<file path="config.mk">
export PLATFORM = sky130hd
export DESIGN_NAME = reg_file
export DESIGN_NICKNAME = d
export VERILOG_FILES = /design/src/rtl/riscv_pkg.sv /design/src/rtl/reg_file_rport.sv /design/src/rtl/reg_file.sv
export SDC_FILE = /design/constraint.sdc
export NUM_CORES = 2
export LEC_CHECK = 0
export ABC_AREA = 1
export BUFFER_PORTS_ARGS = -buffer_cell sky130_fd_sc_hd__buf_2
export CAP_MARGIN = 15
export CORE_MARGIN = 4
export CORE_UTILIZATION = 35
export CTS_CLUSTER_DIAMETER = 30
export DETAILED_ROUTE_END_ITERATION = 12
export HOLD_SLACK_MARGIN = 0.06
export PLACE_DENSITY = 0.5
export SYNTH_ARGS = -nofsm -noshare
export SYNTH_HDL_FRONTEND = slang
export SYNTH_SLANG_ARGS = --single-unit
</file>
<file path="constraint.sdc">
create_clock -name clk -period 5.2 [get_ports clk]
set_clock_uncertainty 0.2 [all_clocks]
set_input_delay 0.52 -clock clk [delete_from_list [all_inputs] [get_ports clk]]
set_output_delay 0.52 -clock clk [all_outputs]
set_load 0.005 [all_outputs]
</file>
<file path="src/rtl/riscv_pkg.sv">
// ============================================================================
// Module   : riscv_pkg
// Brief    : Shared integer register-file constants and types for the core.
// Revision : 1.0
// ============================================================================
`default_nettype none

package riscv_pkg;

  localparam int XLEN       = 32;
  localparam int NREGS      = 32;
  localparam int REG_ADDR_W = 5;

  typedef logic [REG_ADDR_W-1:0] reg_addr_t;
  typedef logic [XLEN-1:0]       data_t;

  // x1..x31 only; x0 has no storage.
  typedef logic [NREGS-1:1][XLEN-1:0] reg_array_t;

  localparam reg_addr_t REG_ZERO = 5'd0;

endpackage : riscv_pkg

`default_nettype wire

</file>
<file path="src/rtl/reg_file_rport.sv">
// ============================================================================
// Module   : reg_file_rport
// Brief    : Combinational register read mux; address x0 always returns zero.
// Revision : 1.0
// ============================================================================
`default_nettype none

module reg_file_rport
  import riscv_pkg::*;
(
  input  reg_array_t regs,
  input  reg_addr_t  addr,
  output data_t      rd
);

  // Decoder starts at x1, so x0 (and anything unmatched) falls through to zero.
  always_comb begin
    rd = '0;
    for (int i = 1; i < NREGS; i++) begin
      if (addr == REG_ADDR_W'(i)) begin
        rd = regs[i];
      end
    end
  end

endmodule : reg_file_rport

`default_nettype wire

</file>
<file path="src/rtl/reg_file.sv">
// ============================================================================
// Module   : reg_file
// Brief    : 32 x 32-bit RISC-V integer register file, 2 async reads, 1 write.
// Revision : 1.0
// ============================================================================
`default_nettype none

module reg_file
  import riscv_pkg::*;
(
  input  logic        clk,
  input  logic        reset,
  input  logic        WE3,
  input  logic [4:0]  A3,
  input  logic [31:0] WD3,
  input  logic [4:0]  A1,
  input  logic [4:0]  A2,
  output logic [31:0] RD1,
  output logic [31:0] RD2
);

  reg_array_t regs;

  // Async clear has priority, so writes are dropped for as long as reset is low.
  always_ff @(posedge clk or negedge reset) begin
    if (!reset) begin
      regs <= '0;
    end else if (WE3 && (A3 != REG_ZERO)) begin
      for (int i = 1; i < NREGS; i++) begin
        if (A3 == REG_ADDR_W'(i)) begin
          regs[i] <= WD3;
        end
      end
    end
  end

  reg_file_rport u_rport1 (
    .regs (regs),
    .addr (A1),
    .rd   (RD1)
  );

  reg_file_rport u_rport2 (
    .regs (regs),
    .addr (A2),
    .rd   (RD2)
  );

endmodule : reg_file

`default_nettype wire

</file>
Yosys cells after proc, flatten, opt, wreduce, memory -nomap -nowiden
Index checks and enable logic that the tools add are counted.
{"block": "totals", "reg_bits": 992, "wordCells": 219, "inputBits": 50, "output_inout_bits": 64}
{"block": "op_classes", "n_mux": 62, "eq_ne": 93, "reduce_logical": 33}
{"cell": "two-way mux 32 bit", "count": 62}
{"cell": "equality test 5 bit (second input constant)", "count": 48}
{"cell": "equality test 5 x 4 -> 1 bit (second input constant)", "count": 24}
{"cell": "AND reduction 2 bit", "count": 31}
{"cell": "equality test 5 x 3 -> 1 bit (second input constant)", "count": 12}
{"cell": "equality test 5 x 2 -> 1 bit (second input constant)", "count": 6}
{"cell": "equality test 5 x 1 -> 1 bit (second input constant)", "count": 3}
{"cell": "nonzero test 5 bit", "count": 1}
{"cell": "logical AND 1 bit", "count": 1}

Longest topological paths before layout
{"block": "logic_depth", "ltp_word": 32, "mapped_depth": 23, "mapped_depth_nobuf": 22}

Cells and area by module
From an unflattened synthesis, not the netlist that was laid out.
{"block": "hier_totals", "cells_unflattened": 7726, "hier_area_um2": 53204.8}
{"mod": "reg_file", "n_inst": 1, "cells_per_inst": 3888, "area_per_inst_um2": 36586.3}
{"mod": "reg_file_rport", "n_inst": 2, "cells_per_inst": 1919, "area_per_inst_um2": 8309.2}

Least setup slack after synthesis
No wires, ideal clock.
{"block": "synth_path", "kind": "input port to output port", "from": "in A2[0]", "to": "out RD2[18]", "t_required_ps": 4480, "cell_stages": 21, "arrival_ps": 2367, "path_slack_ps": 2113, "cell_sequence": "buf_2 nand2_2 inv_1 buf_4 buf_2 nand4_1 nand3_1 nor2_1 nand4_1 nor2_1 nand4_1 nor2_1 nand4_1 nor2_1 nand4_1 nor2_1 nand4_1 nor2_1 nand4_1 nor2_1 nand4_1"}
{"block": "synth_between", "elab_chain_cells": 32, "word_cells_on_any_way": 62, "cone_classes": "eq/ne: 31; mux: 31"}
{"element": "start: declaration", "line": "reg_file.sv:17", "rtl": "input logic [4:0] A2,"}
{"element": "equality test 5 x 1 -> 1 bit", "line": "reg_file_rport.sv:20", "rtl": "if (addr == REG_ADDR_W'(i)) begin"}
{"element": "two-way mux 32 bit (30 in series)", "line": "reg_file_rport.sv:20"}
{"element": "two-way mux 32 bit *", "line": "reg_file_rport.sv:20"}
{"element": "end: declaration", "line": "reg_file.sv:19", "rtl": "output logic [31:0] RD2"}
Mark *: on every way between the ends. The rest lies on a longest branch, timed or not.

Final worst setup path
{"block": "layout_path", "from": "reg regs[50] (netlist bit)", "to": "out RD1[18]"}
{"block": "layout_between", "elab_chain_cells": 30}
{"element": "start: declaration", "line": "reg_file.sv:22", "rtl": "reg_array_t regs;"}
{"element": "start signal: assignment", "line": "reg_file.sv:27", "rtl": "regs <= '0;"}
{"element": "start signal: indexed assignment", "line": "reg_file.sv:31", "rtl": "regs[i] <= WD3;"}
{"element": "two-way mux 32 bit (30 in series)", "line": "reg_file_rport.sv:20"}
{"element": "end: declaration", "line": "reg_file.sv:18", "rtl": "output logic [31:0] RD1,"}
Every way passes these cells.

==> impl_metrics.ini <==
[worst_hold_path]
holdPathStages = 4
min_from = WD3[20]
hold_path.class = in2reg

[die]
die_w_microns = 390.2
io_pins = 114
start_util = 0.3541
core_sq_um = 144400
die_height_microns = 390.2
core.rowCount = 139
die-area_sq_um = 152200

[global_routing]
met2_usage = 0.4471
grt_use_met1 = 0.4110
grt_overflow = 0
top_usage_layer = met2
first_global_vias = 49130
grt_pass1_wl_microns = 338700
antenna_found_initial = 9
grt_util_all_layers = 0.2981
grt_start_max_net_pins = 137
grt_use_met3 = 0.06512

[setup_path]
cp_num_buf_inv = 3
critical_path.top_delay_family = simple AND/OR/NAND/NOR gates
cp-start-kind = flip-flop
crit_start = regs[50]
crit_type = reg2out
max_stage_delay_ps = 420
end_kind = primary output
crit_arrival_ps = 4370
path_common_cell = nand4_1
cp.required_ps = 4480
ff2ff_path_depth = 2
slowest_stage = dfrtp_1
crit_chain = nand4_1 > nand2_1 > nor2_1 > buf_4 > nand4_1 > nor2_2 > nand3_1 > nor2_1 > nand3_1 > nand2_1 > nand3_1 > nand2_1 > nand4_1 > nor2_1 > buf_4 > nand4_1 > nor2_2 > nand4_1 > nor2_1 > nand4_1 > buf_2
regToRegStartpoint = regs[506]
crit_cells = 21
path_max_fanout = 3

[yosys]
synth_cell_types = 32
netlist_area_sq_um = 51120
syn-instance-count = 7145
syn_nets = 7195
ys_seq_area_frac = 0.4856
syn_area_per_cell_sq_um = 7.155
ys_warn_count = 0
ys_seq_elements = 992

[sta]
slew-limit-headroom = 0.2206
slew_violations = 0
hold_ws_ps = 111.6
fin_crit_ps = 5093
fmax_mhz = 196.3
finalCritPeriodShare = 0.9795
worst_pin_slew_ps = 1165
finalSetupViolCount = 0
final-hold-violation-count = 0
rsz0062_at_grt = true

[power]
leakagePower_nw = 29.95
p_total_mw = 32.10
power_density_nw_per_um2 = 492.7
irDropWorstVdd_mv = 0.3995

[route]
wl_per_cell_microns = 24.18
via_per_inst = 5.417
dr.pass1.iters = 6
via_count = 51420
drc = 0
drtAntennaViolNets = 0
drt-initial-drc-count = 6099
finalWirelength_microns = 229400

[final_layout]
multi_input_comb_area_sq_um = 22750
largest_reg_flops = 992
largest_register = regs
finalNetCount = 7417
fill_cells = 14440
drive_above_1_share = 0.1332
area_growth_pct = 27.45
seqCellArea_sq_um = 24830
reg_top3 = regs: 992 flops

[clocking]
clock-sinks = 992
clk_latency_ps = 850
clockBufferDepth = 4
h-tree-depth = 5
clkTransAtPathRegs_ps = 40
numCtsBuffers = 301
post_cts_buffers = 0
root_buffer = clkbuf_16
cts_tree = yes

[placement]
finalWeightedCongestion = 0.9189
io_buffers = 113
dpl.hpwl_microns = 155500

[run_status]
status = finished clean

[flow_run]
cap_viol_max_count = 0
## per-layer routing
metal	part of all wire	vias up
met4	0.048	4
met5	0.000096	-
met2	0.43	2521
met3	0.088	502
met1	0.43	24820
li1	-	23560
## repair_timing
| action | in CTS | in global routing |
|---|---|---|
| endpoints found under the setup margin | 1 | 3 |
| hold buffers | 28 | 0 |
| gates resized for setup | 4 | 5 |
| pin swaps | 3 | 9 |
| endpoints found under the hold margin | 129 | 0 |
## worst reg2reg max path, delay by kind of cell, from the launching register on
kind	cells	cell delay [ps]
DFF	1	360
AOI/OAI and AO/OA	1	140
buffers and inverters	1	260
## report_power, final
| group | switching [mW] | leakage (nW) | total (mW) | internal (mW) |
|---|---|---|---|---|
| Sequential | 1.23 | 12.8 | 10.4 | 9.21 |
| Clock | 5.17 | 4.97 | 18.3 | 13.1 |
| Combinational | 2.29 | 12.1 | 3.40 | 1.11 |
| Total | 8.69 | 29.9 | 32.1 | 23.4 |
## layout by cell type (no fill, tap or decap), types with 4 or more instances in the layout
| cell | instances |
|---|---|
| nand2_2 | 30 |
| nor3_1 | 12 |
| dfrtp_1 | 991 |
| bufinv_16 | 37 |
| o2111ai_1 | 5 |
| nor2_4 | 5 |
| o21a_1 | 5 |
| clkbuf_8 | 49 |
| inv_6 | 5 |
| nand2_1 | 2555 |
| nor2_1 | 732 |
| clkinvlp_4 | 13 |
| nor2_2 | 31 |
| or2_2 | 46 |
| clkbuf_1 | 47 |
| or2_1 | 4 |
| clkinv_2 | 59 |
| dlygate4sd3_1 | 28 |
| buf_2 | 112 |
| buf_12 | 24 |
| buf_4 | 253 |
| nand4_1 | 527 |
| a21oi_1 | 55 |
| clkbuf_16 | 306 |
| inv_2 | 13 |
| nand3_1 | 119 |
| nor3_2 | 9 |
| clkinv_4 | 4 |
| o21ai_0 | 1019 |
| nand2_4 | 4 |
| inv_1 | 461 |
| diode_2 | 5 |
| clkinv_1 | 4 |
## path summary, 6_finish.rpt
| check | to | slack, ps |
|---|---|---|
| max reg2reg | regs[506] | 4090 |
| min in group asynchronous | regs[96] | 120 |
| min reg2reg | regs[866] | 280 |
| max | RD1[18] | 110 |
| max in group asynchronous | regs[968] | 3310 |
| min | regs[756] | 110 |
## synth_stat cells
cell	count	area share
a21oi_1	55	0.0054
nand3_1	121	0.012
nor4_1	2	0.00024
clkinv_1	2	0.00015
o2111ai_1	5	0.00086
nand2_2	4	0.00049
or2_0	2	0.00024
nor3_1	21	0.0021
buf_2	44	0.0043
clkinv_2	1	0.000098
nor2_1	758	0.056
buf_6	2	0.00044
nor2_4	1	0.00022
inv_1	464	0.034
buf_1	9	0.00066
and3_1	1	0.00012
nor3_2	1	0.00020
o21a_1	5	0.00073
or2_2	46	0.0056
or2_1	4	0.00049
o21ai_0	1019	0.10
nand4_1	527	0.064
clkbuf_1	438	0.032
inv_2	13	0.00095
a21boi_0	1	0.00015
nand3_2	1	0.00020
nor2_2	9	0.0011
buf_4	8	0.0012
nor3_4	1	0.00032
dfrtp_1	992	0.49
and2_1	3	0.00037
nand2_1	2585	0.19
## kinds of logic (layout without fill, tap and decap cells)
family / after synthesis / count (layout) / share of synthesized area
compound gates: 1085 / 1085 / 0.1069
buf+inv: 981 / 1419 / 0.07402
flops: 992 / 992 / 0.4856
other cells: 0 / 5 / 0
simple gates: 4087 / 4087 / 0.3335
## per-stage QoR
stage          setup WS (ps)  setup TNS, ps  utilization  instance area, sq um  instances
6_report               106.5              0       0.4513                 65150       9491
5_1_grt               -55.02         -79.74       0.4513                 65150       9490
4_1_cts                19.90              0       0.4510                 65110       9485
3_5_place_dp           235.7              0       0.3791                 54720       8938
3_3_place_gp           238.3              0       0.3789                 54690       8937
2_1_floorplan           2113              0            -                 51120       7145
## area by class of cell
type / instances / share of cell area
Tap cell: 1903 / 0.03655
Clock buffer: 402 / 0.1306
Sequential cell: 992 / 0.3810
Timing Repair Buffer: 420 / 0.05032
Antenna cell: 5 / 0.0001920
Inverter: 480 / 0.02769
Clock inverter: 117 / 0.02439
Multi-Input combinational cell: 5172 / 0.3492
No activity file was read; power rests on OpenSTA's default activity.
